<file path="src/rtl/ball_ctrl_if.sv">
`default_nettype none
// ============================================================================
// Module      : ball_ctrl_if
// Description : Frame-event, ball/paddle position and command signals between
//               the Breakout sequencer and its surrounding datapaths.
// Revision    : 1.0 - initial release
// ============================================================================
interface ball_ctrl_if;
  logic       frame_tick;
  logic       launch;
  logic [9:0] ball_x;
  logic [9:0] ball_y;
  logic [9:0] paddle_x;
  logic       brick_hit;
  logic       bricks_clear;
  logic       ball_load;
  logic       ball_step;
  logic       flip_dx;
  logic       flip_dy;
  logic [2:0] state;
  logic [1:0] lives;
  logic       game_over;
  logic       win;

  modport slave (
    input  frame_tick, launch, ball_x, ball_y, paddle_x, brick_hit, bricks_clear,
    output ball_load, ball_step, flip_dx, flip_dy, state, lives, game_over, win
  );

  modport master (
    output frame_tick, launch, ball_x, ball_y, paddle_x, brick_hit, bricks_clear,
    input  ball_load, ball_step, flip_dx, flip_dy, state, lives, game_over, win
  );
endinterface
`default_nettype wire

</file>
<file path="src/rtl/ball_ctrl.sv">
`default_nettype none
// ============================================================================
// Module      : ball_ctrl
// Description : Per-frame Breakout sequencer: game state, lives, and the ball
//               step / direction-flip commands issued once per frame.
// Revision    : 1.0 - initial release
// ============================================================================
module ball_ctrl #(
  parameter int SCREEN_W    = 640,
  parameter int SCREEN_H    = 480,
  parameter int BALL_SIZE   = 4,
  parameter int PADDLE_Y    = 440,
  parameter int PADDLE_W    = 64,
  parameter int LIVES       = 3,
  parameter int SERVE_DELAY = 60
) (
  input  wire logic    clk,
  input  wire logic    reset,
  ball_ctrl_if.slave   bus
);

  localparam logic [2:0] c_IDLE  = 3'd0;
  localparam logic [2:0] c_SERVE = 3'd1;
  localparam logic [2:0] c_PLAY  = 3'd2;
  localparam logic [2:0] c_OVER  = 3'd3;
  localparam logic [2:0] c_WIN   = 3'd4;

  localparam int               c_CNT_W     = (SERVE_DELAY < 2) ? 1 : $clog2(SERVE_DELAY + 1);
  localparam logic [c_CNT_W-1:0] c_SERVE_CNT = c_CNT_W'(SERVE_DELAY);
  localparam logic [c_CNT_W-1:0] c_CNT_ONE   = c_CNT_W'(1);
  localparam logic [1:0]       c_LIVES     = 2'(LIVES);

  // Geometry thresholds, all in 11 bits so edge sums never wrap
  localparam logic [10:0] c_BS       = 11'(BALL_SIZE);
  localparam logic [10:0] c_X_RIGHT  = 11'(SCREEN_W - BALL_SIZE);
  localparam logic [10:0] c_Y_MISS   = 11'(SCREEN_H - BALL_SIZE);
  localparam logic [10:0] c_PADDLE_Y = 11'(PADDLE_Y);
  localparam logic [10:0] c_PADDLE_W = 11'(PADDLE_W);

  logic [2:0]         r_state;
  logic [1:0]         r_lives;
  logic [c_CNT_W-1:0] r_count;
  logic               r_brick;
  logic               r_launch_q;
  logic               r_step;
  logic               r_flip_dx;
  logic               r_flip_dy;

  logic [10:0] w_bx;
  logic [10:0] w_by;
  logic [10:0] w_px;
  logic        w_launch_rise;
  logic        w_miss;
  logic        w_wall_x;
  logic        w_wall_y;
  logic        w_paddle_hit;
  logic        w_brick;

  assign w_bx = {1'b0, bus.ball_x};
  assign w_by = {1'b0, bus.ball_y};
  assign w_px = {1'b0, bus.paddle_x};

  assign w_launch_rise = bus.launch & ~r_launch_q;
  assign w_miss        = (w_by >= c_Y_MISS);
  assign w_wall_x      = (w_bx < c_BS) | (w_bx >= c_X_RIGHT);
  assign w_wall_y      = (w_by < c_BS);
  assign w_paddle_hit  = (w_by + c_BS >= c_PADDLE_Y) & (w_by < c_PADDLE_Y) &
                         (w_bx + c_BS > w_px) & (w_bx < w_px + c_PADDLE_W);
  // A hit arriving in the same cycle as the tick still counts for this frame
  assign w_brick       = r_brick | bus.brick_hit;

  always_ff @(posedge clk or posedge reset) begin
    if (reset) begin
      r_state    <= c_IDLE;
      r_lives    <= c_LIVES;
      r_count    <= '0;
      r_brick    <= 1'b0;
      r_launch_q <= 1'b0;
      r_step     <= 1'b0;
      r_flip_dx  <= 1'b0;
      r_flip_dy  <= 1'b0;
    end else begin
      r_launch_q <= bus.launch;
      r_step     <= 1'b0;
      r_flip_dx  <= 1'b0;
      r_flip_dy  <= 1'b0;

      case (r_state)
        c_IDLE: begin
          if (w_launch_rise) begin
            r_state <= c_SERVE;
            r_count <= c_SERVE_CNT;
          end
        end

        c_SERVE: begin
          if (bus.frame_tick) begin
            if (r_count == '0) begin
              r_state <= c_PLAY;
            end else begin
              r_count <= r_count - c_CNT_ONE;
            end
          end
        end

        c_PLAY: begin
          if (bus.frame_tick) begin
            r_brick <= 1'b0;
            if (bus.bricks_clear) begin
              r_state <= c_WIN;
            end else if (w_miss) begin
              if (r_lives == 2'd1) begin
                r_lives <= 2'd0;
                r_state <= c_OVER;
              end else begin
                r_lives <= r_lives - 2'd1;
                r_state <= c_SERVE;
                r_count <= c_SERVE_CNT;
              end
            end else begin
              r_step    <= 1'b1;
              r_flip_dx <= w_wall_x;
              r_flip_dy <= w_wall_y | w_paddle_hit | w_brick;
            end
          end else if (bus.brick_hit) begin
            r_brick <= 1'b1;
          end
        end

        c_OVER, c_WIN: begin
          if (w_launch_rise) begin
            r_state <= c_IDLE;
            r_lives <= c_LIVES;
            r_brick <= 1'b0;
          end
        end

        default: r_state <= c_IDLE;
      endcase
    end
  end

  assign bus.ball_load = (r_state == c_IDLE) | (r_state == c_SERVE);
  assign bus.ball_step = r_step;
  assign bus.flip_dx   = r_flip_dx;
  assign bus.flip_dy   = r_flip_dy;
  assign bus.state     = r_state;
  assign bus.lives     = r_lives;
  assign bus.game_over = (r_state == c_OVER);
  assign bus.win       = (r_state == c_WIN);

endmodule
`default_nettype wire
</file>
<file path="src/flat_wrapper.sv">
// flat-port wrapper written by rule: the top's interface ports become plain ports
module ball_ctrl_flat 
#(
  parameter int SCREEN_W    = 640,
  parameter int SCREEN_H    = 480,
  parameter int BALL_SIZE   = 4,
  parameter int PADDLE_Y    = 440,
  parameter int PADDLE_W    = 64,
  parameter int LIVES       = 3,
  parameter int SERVE_DELAY = 60
)
  (clk, reset, bus_frame_tick, bus_launch, bus_ball_x, bus_ball_y, bus_paddle_x, bus_brick_hit, bus_bricks_clear, bus_ball_load, bus_ball_step, bus_flip_dx, bus_flip_dy, bus_state, bus_lives, bus_game_over, bus_win);
  ball_ctrl_if bus_i ();
  input  wire logic clk;
  input  wire logic reset;
  input wire logic [$bits(bus_i.frame_tick)-1:0] bus_frame_tick;
  input wire logic [$bits(bus_i.launch)-1:0] bus_launch;
  input wire logic [$bits(bus_i.ball_x)-1:0] bus_ball_x;
  input wire logic [$bits(bus_i.ball_y)-1:0] bus_ball_y;
  input wire logic [$bits(bus_i.paddle_x)-1:0] bus_paddle_x;
  input wire logic [$bits(bus_i.brick_hit)-1:0] bus_brick_hit;
  input wire logic [$bits(bus_i.bricks_clear)-1:0] bus_bricks_clear;
  output wire logic [$bits(bus_i.ball_load)-1:0] bus_ball_load;
  output wire logic [$bits(bus_i.ball_step)-1:0] bus_ball_step;
  output wire logic [$bits(bus_i.flip_dx)-1:0] bus_flip_dx;
  output wire logic [$bits(bus_i.flip_dy)-1:0] bus_flip_dy;
  output wire logic [$bits(bus_i.state)-1:0] bus_state;
  output wire logic [$bits(bus_i.lives)-1:0] bus_lives;
  output wire logic [$bits(bus_i.game_over)-1:0] bus_game_over;
  output wire logic [$bits(bus_i.win)-1:0] bus_win;
  assign bus_i.frame_tick = bus_frame_tick;
  assign bus_i.launch = bus_launch;
  assign bus_i.ball_x = bus_ball_x;
  assign bus_i.ball_y = bus_ball_y;
  assign bus_i.paddle_x = bus_paddle_x;
  assign bus_i.brick_hit = bus_brick_hit;
  assign bus_i.bricks_clear = bus_bricks_clear;
  assign bus_ball_load = bus_i.ball_load;
  assign bus_ball_step = bus_i.ball_step;
  assign bus_flip_dx = bus_i.flip_dx;
  assign bus_flip_dy = bus_i.flip_dy;
  assign bus_state = bus_i.state;
  assign bus_lives = bus_i.lives;
  assign bus_game_over = bus_i.game_over;
  assign bus_win = bus_i.win;
  ball_ctrl #(.SCREEN_W(SCREEN_W), .SCREEN_H(SCREEN_H), .BALL_SIZE(BALL_SIZE), .PADDLE_Y(PADDLE_Y), .PADDLE_W(PADDLE_W), .LIVES(LIVES), .SERVE_DELAY(SERVE_DELAY)) u_core (.clk(clk), .reset(reset), .bus(bus_i));
endmodule
</file>
<file path="config.mk">
export PLATFORM = sky130hd
export DESIGN_NAME = ball_ctrl_flat
export DESIGN_NICKNAME = d
export VERILOG_FILES = /design/src/rtl/ball_ctrl_if.sv /design/src/rtl/ball_ctrl.sv /design/src/flat_wrapper.sv
export SDC_FILE = /design/constraint.sdc
export NUM_CORES = 1
export LEC_CHECK = 0
export CAP_MARGIN = 15
export CORE_ASPECT_RATIO = 2
export CORE_UTILIZATION = 49
export DETAILED_ROUTE_END_ITERATION = 10
export PLACE_DENSITY_LB_ADDON = 0.08
export SYNTH_ARGS = -nofsm -noshare
export SYNTH_HDL_FRONTEND = slang
export SYNTH_SLANG_ARGS = --single-unit
</file>
<file path="constraint.sdc">
create_clock -name clk -period 2.7 [get_ports clk]
set_clock_uncertainty 0.2 [all_clocks]
set_input_delay 0.27 -clock clk [delete_from_list [all_inputs] [get_ports clk]]
set_output_delay 0.27 -clock clk [all_outputs]
set_load 0.01 [all_outputs]
</file>
# Yosys cells after proc, flatten, opt, wreduce, memory -nomap -nowiden
# Cells that the tools add are included.
# totals
ff_bits	16
input_bits	36
output_inout_bits	11
elab_cells	95
# classes
n_addsub	5
order_cmp	8
eq_ne	16
muxes	39
n_bitwise	10
reduce_logical	9
# ops
operator	count
2-to-1 mux 6 bit	7
adder 10 x 3 -> 11 bit (second input constant)	2
2-to-1 mux 3 bit	7
less-than comparator 10 x 3 -> 1 bit (second input constant)	2
one-hot mux 6 bit (3 select lines)	1
2-to-1 mux 1 bit	15
2-to-1 mux 2 bit	6
one-hot mux 3 bit (4 select lines)	1
adder 10 x 7 -> 11 bit (second input constant)	1
greater-or-equal comparator 11 x 9 -> 1 bit (second input constant)	1
> comparator 11 x 10 -> 1 bit	1
less-than comparator 10 x 11 -> 1 bit	1
greater-or-equal comparator 10 bit (second input constant)	1
greater-or-equal comparator 10 x 9 -> 1 bit (second input constant)	1
less-than comparator 10 x 9 -> 1 bit (second input constant)	1
inequality test 2 bit (second input constant)	5
inequality test 2 x 1 -> 1 bit (second input constant)	4
AND reduction 8 bit	1
equality test 3 x 2 -> 1 bit (second input constant)	2
logical NOT 6 bit	1
AND reduction 6 bit	1
subtractor 6 x 1 -> 6 bit (second input constant)	1
OR 1 bit	5
AND reduction 5 bit	1
other kinds (15)	18

# Depth between registers and ports, before layout
# logic_depth
word_depth	11
depth_mapped	11
depth_no_buf	11

# Least setup slack after synthesis
# Ideal clock, no wire load.
# synth_timing
path_kind	input to register
startpoint	in bus_ball_x[2]
endpoint	reg u_core.r_flip_dy, in the netlist u_core.bus.flip_dy
setup_time_ps	78
t_arrival_ps	1984
t_required_ps	2422
slack_ps	438
path_stages	10
n_path_buf	0
cell_sequence	ha_1 -> and4_1 -> nand2_1 -> xnor2_1 -> ha_1 -> nand3_1 -> and3_1 -> a32o_1 -> nor4_2 -> o2bb2ai_1
# synth_via
elab_chain_cells	10
elab_cells_between_ends	11
classes_between	add/sub (1); order compare (2); mux (4); bitwise (4)
# synth_lines
item	line_no	rtl
from (decl)	flat_wrapper.sv:18	input wire logic [$bits(bus_i.ball_x)-1:0] bus_ball_x;
adder 10 x 3 -> 11 bit	ball_ctrl.sv:68	(w_bx + c_BS > w_px) & (w_bx < w_px + c_PADDLE_W);
> comparator 11 x 10 -> 1 bit	ball_ctrl.sv:68	
AND 1 bit	ball_ctrl.sv:67	assign w_paddle_hit = (w_by + c_BS >= c_PADDLE_Y) & (w_by < c_PADDLE_Y) &
AND 1 bit (*)	ball_ctrl.sv:68	
OR 1 bit (*) (2 in a row)	ball_ctrl.sv:123	r_flip_dy <= w_wall_y | w_paddle_hit | w_brick;
2-to-1 mux 1 bit (*)	ball_ctrl.sv:111	end else if (w_miss) begin
2-to-1 mux 1 bit (*)	ball_ctrl.sv:109	if (bus.bricks_clear) begin
2-to-1 mux 1 bit (*)	ball_ctrl.sv:107	if (bus.frame_tick) begin
2-to-1 mux 1 bit (*)	ball_ctrl.sv:88	case (r_state)
to (signal assigned)	ball_ctrl.sv:123	
to (decl)	ball_ctrl.sv:47	logic r_flip_dy;
# Mark *: on every way between the ends. The rest lies on a longest branch, timed or not.
# A chain may end at the register's enable or synchronous reset.

# Worst setup path in the final report
# layout_timing
startpoint	in bus_ball_x[5]
endpoint	reg u_core.r_flip_dy, in the netlist u_core.bus.flip_dy
# Same word-level chain as after synthesis.

==> flow_results.org <==
** Clock network
- Clock sinks :: 16
- The number of hold buffers added after CTS was 0.
- Clock-pin slew was measured on the worst setup and hold paths at 0.06 ns.
- Total clock buffers created by CTS :: 3
- In this run the number of H-tree levels came out at 1.
- Clock root cell :: sky130_fd_sc_hd__clkbuf_8
- Counting along the longest clock path gives a buffer depth of 2.
- TritonCTS clock tree :: done
- The later pin in the worst-skew pair is clocked with a latency of 0.25 ns.
- The number of gates resized after CTS was 0.
- Post CTS Setup Buffer Count :: 0

** Synth
- Counting flops with a built-in enable in the synthesized netlist gives 0.
- Cell area after synthesis :: 1760 µm²
- Of the synthesized area, sequential elements account for 0.229.
- The number of nets handed over by synthesis was 278.
- Most common cell in the netlist :: sky130_fd_sc_hd__ha_1
- Top-area cell type share of the netlist area :: 0.199
- Most instantiated cells after synthesis :: 27 x sky130_fd_sc_hd__ha_1, 22 x sky130_fd_sc_hd__inv_1, 16 x sky130_fd_sc_hd__nor2_1, 15 x sky130_fd_sc_hd__a21oi_1, 15 x sky130_fd_sc_hd__nand2_1
- Among all flip-flop cells after synthesis, the most frequent one is sky130_fd_sc_hd__dfrtp_1.
- Synthesis instantiated 54 different standard cells from the library.
- Dividing the synthesized area by the synthesized cell count gives 8.18 µm².
- After technology mapping, the gate count stands at 215.
- Dominant cells by area after synthesis :: sky130_fd_sc_hd__dfrtp_1 20%, sky130_fd_sc_hd__ha_1 19%, sky130_fd_sc_hd__inv_1 4.7%
- Number of warnings printed during yosys synthesis :: 0
- The biggest area contributor in the post-synthesis netlist is sky130_fd_sc_hd__dfrtp_1.
- After synthesis, the share of flip-flops with an asynchronous set or reset is 1.00.
- Post-synthesis register bit count :: 16

** Placement
- Cell total after placement :: 325
- Routability Congestion :: 0.896
- Summing all placed instances gives a cell area of 2400 µm².
- After legalization and detailed placement, the total HPWL measured 4070 µm.
- The count of buffers added on input and output ports is 46.

** Power and ir drop
- Maximum vdd ir drop :: 313 µV
- The analysis attributes to cell leakage a power of 1.14 nW.
- Power per Cell Area :: 609 nW/µm²

** Global routing
- Global-route wire length before repair :: 7710 µm
- The number of antenna violations at the first check in global routing came to 0.
- Maximum number of pins on one net before global-route repair :: 17
- Grt ovf :: 0
- The via count of the first global-routing pass is 1865.
- Aggregate global-route resource usage :: 0.270

** STA
- Slew Limit Fails :: 0
- Setup repair after global routing left no endpoint under its margin.
- Share of the clock period used by the worst path :: 0.894
- Peak Freq :: 414 MHz
- For the finished layout, the period the worst path requires is 2.41 ns.
- Worst slew margin relative to its limit :: 0.573
- Setup violations remaining at the end of the flow were counted as 0.
- At the pin with the least slew margin, the transition time is 0.639 ns.
- Sum Neg Setup Slack :: 0 ns
- Hold Violations, Final :: 0

** Layout
- Final Cell Area :: 2470 µm²
- Final std cells w/o fill :: 329
- Layout-stage area growth over the synthesis result :: 40.4%
- The filler cells instantiated in the layout total 299.
- Fraction of layout instances using a drive strength above 1 :: 0.121
- 0 antenna diodes ended up in the layout.
- Nets :: 345

** Drt
- Drt drc :: 0
- First-pass detailed-route iteration total :: 4
- Routed WL per cell :: 14.4 µm
- The routed layout has 1849 vias.
- Routed WL :: 4740 µm
- The first routing iteration left 22 violations.
- Once detail routing completed, the nets flagged for antenna violations numbered 0.
- Via-to-Cell Ratio :: 5.62

** Run status
- The flow ran to the end, and the final reports show no timing, DRC or antenna violations.

** Worst hold path
- Worst min path class :: in2async

** Floorplan
- The initialized floorplan defines 30 standard-cell rows.
- Die ar. :: 3850 µm²
- Measured along the x axis, the die boundary spans 44.4 µm.
- Area of the core :: 3420 µm²
- Chip Height :: 86.7 µm
- Top-Level Pins :: 47
- For this configuration, the core starts out at a cell density of 0.515.

** Critical path
- Kind of start point of the critical path :: primary input
- Worst reg2reg setup slack :: 0.48 ns
- Critical path capture point type :: flip-flop
- Measured in cells, the most critical reg-to-reg path has a length of 7.
- The signal on the critical path passes through clkdlybuf4s50_1 > nand3_1 > nor2_1 > xor2_1 > ha_1 > a211oi_1 > and3_1 > a32o_1 > nor4_2 > o2bb2ai_1.
- The slowest stage of the critical path is the sky130_fd_sc_hd__clkdlybuf4s50_1 cell.
- End of the worst register-to-register path :: u_core.r_count[3]$_DFFE_PP0P_
- At the worst endpoint, the required time is 2.68 ns.
- Maximum fanout encountered on the critical timing path :: 4
- For the worst setup path, the data arrival time is 2.40 ns.
- Largest stage delay, worst path :: 0.52 ns
- The critical path is of the in2reg type.
- In this run the critical register-to-register path is launched from u_core.bus.state[1]$_DFFE_PP0P_.

** Job
- The tool flagged a number of max-cap violations equal to 0.
[power by group]
| group | switching, mW | internal, mW | total, mW |
|---|---|---|---|
| combinational | 0.430 | 0.443 | 0.873 |
| sequential | 0.0933 | 0.320 | 0.414 |
| clock | 0.0870 | 0.130 | 0.217 |
[placed cells by master, fill, tap and decap left out, drive strengths merged, types with 3 or more instances in the layout]
master	instances
inv	23
xnor2	6
dfrtp	14
ha	27
a21oi	15
a31oi	5
clkdlybuf4s50	42
nand4	5
nor3	7
mux2	3
o22a	4
nor2b	7
dlymetal6s2s	4
nand3	13
o21a	5
nor2	16
nor4	4
buf	20
and3	3
o21ai	7
nand2	16
clkbuf	4
[worst max-delay path, delay by kind of cell]
family                   cells  cell delay (ns)
AND/OR/NAND/NOR              4             0.69
adder cells (fa/ha/maj)      1             0.34
AO/OA/AOI/OAI                3             0.47
buffers and inverters        1             0.52
XOR/XNOR                     1             0.09
[metal layers]
| layer | wire, µm | share of wire | vias up | GRT usage |
|---|---|---|---|---|
| li1 | - | - | 923 | - |
| met1 | 1500 | 0.32 | 864 | 0.210 |
| met2 | 2920 | 0.62 | 43 | 0.564 |
| met3 | 80 | 0.017 | 19 | 0.0229 |
| met4 | 246 | 0.052 | 0 | 0.168 |
| met5 | 0 | 0 | - | 0 |
[registers in the layout (all words and copies together), names as in the netlist]
name and flops:
u_core.r_count 6, u_core.r_brick 1, u_core.bus.state 3, u_core.bus.flip_dy 1, u_core.bus.ball_step 1, u_core.r_launch_q 1
u_core.bus.flip_dx 1, u_core.bus.lives 2
[layout make-up]
| class | count | area [µm²] | area share |
|---|---|---|---|
| Tap cell | 48 | 60.1 | 0.0243 |
| Timing Repair Buffer | 66 | 621 | 0.251 |
| Inverter | 23 | 86.3 | 0.0350 |
| Sequential cell | 16 | 403 | 0.163 |
| Multi-Input combinational cell | 172 | 1240 | 0.504 |
| Clock buffer | 4 | 55.1 | 0.0223 |
[worst max path at each step]
stage | startpoint | end | slack, ns | cells after the start
after floorplan | bus_ball_x[2] | u_core.bus.flip_dy$_DFF_PP0_ | 0.44 | 10
after global placement | bus_ball_x[2] | u_core.bus.flip_dy$_DFF_PP0_ | -0.11 | 11
after detailed placement | bus_ball_x[2] | u_core.bus.flip_dy$_DFF_PP0_ | -0.19 | 10
after CTS | bus_ball_x[2] | u_core.bus.flip_dy$_DFF_PP0_ | 0.07 | 11
after global routing | bus_ball_x[5] | u_core.bus.flip_dy$_DFF_PP0_ | 0.1 | 11
final | bus_ball_x[5] | u_core.bus.flip_dy$_DFF_PP0_ | 0.29 | 10
[cells by family after synthesis]
kind of cell    after synthesis  synth area share
mux                           4            0.0270
simple gates                 78             0.237
xor+xnor                      8            0.0399
buf+inv                      27            0.0648
compound gates               55             0.210
fa+ha+maj                    27             0.192
flops                        16             0.229
[metrics by stage]
step	utilization	hold WS [ns]	total power, mW	worst slack, ns
2_1_floorplan	-	-0.0177	0.961	0.438
3_3_place_gp	0.703	0.290	1.28	-0.113
3_5_place_dp	0.703	0.288	1.29	-0.191
4_1_cts	0.719	0.240	1.51	0.0668
5_1_grt	0.723	0.271	1.62	0.0954
6_report	0.723	0.219	1.50	0.286
No activity file was read; power rests on OpenSTA's default activity.
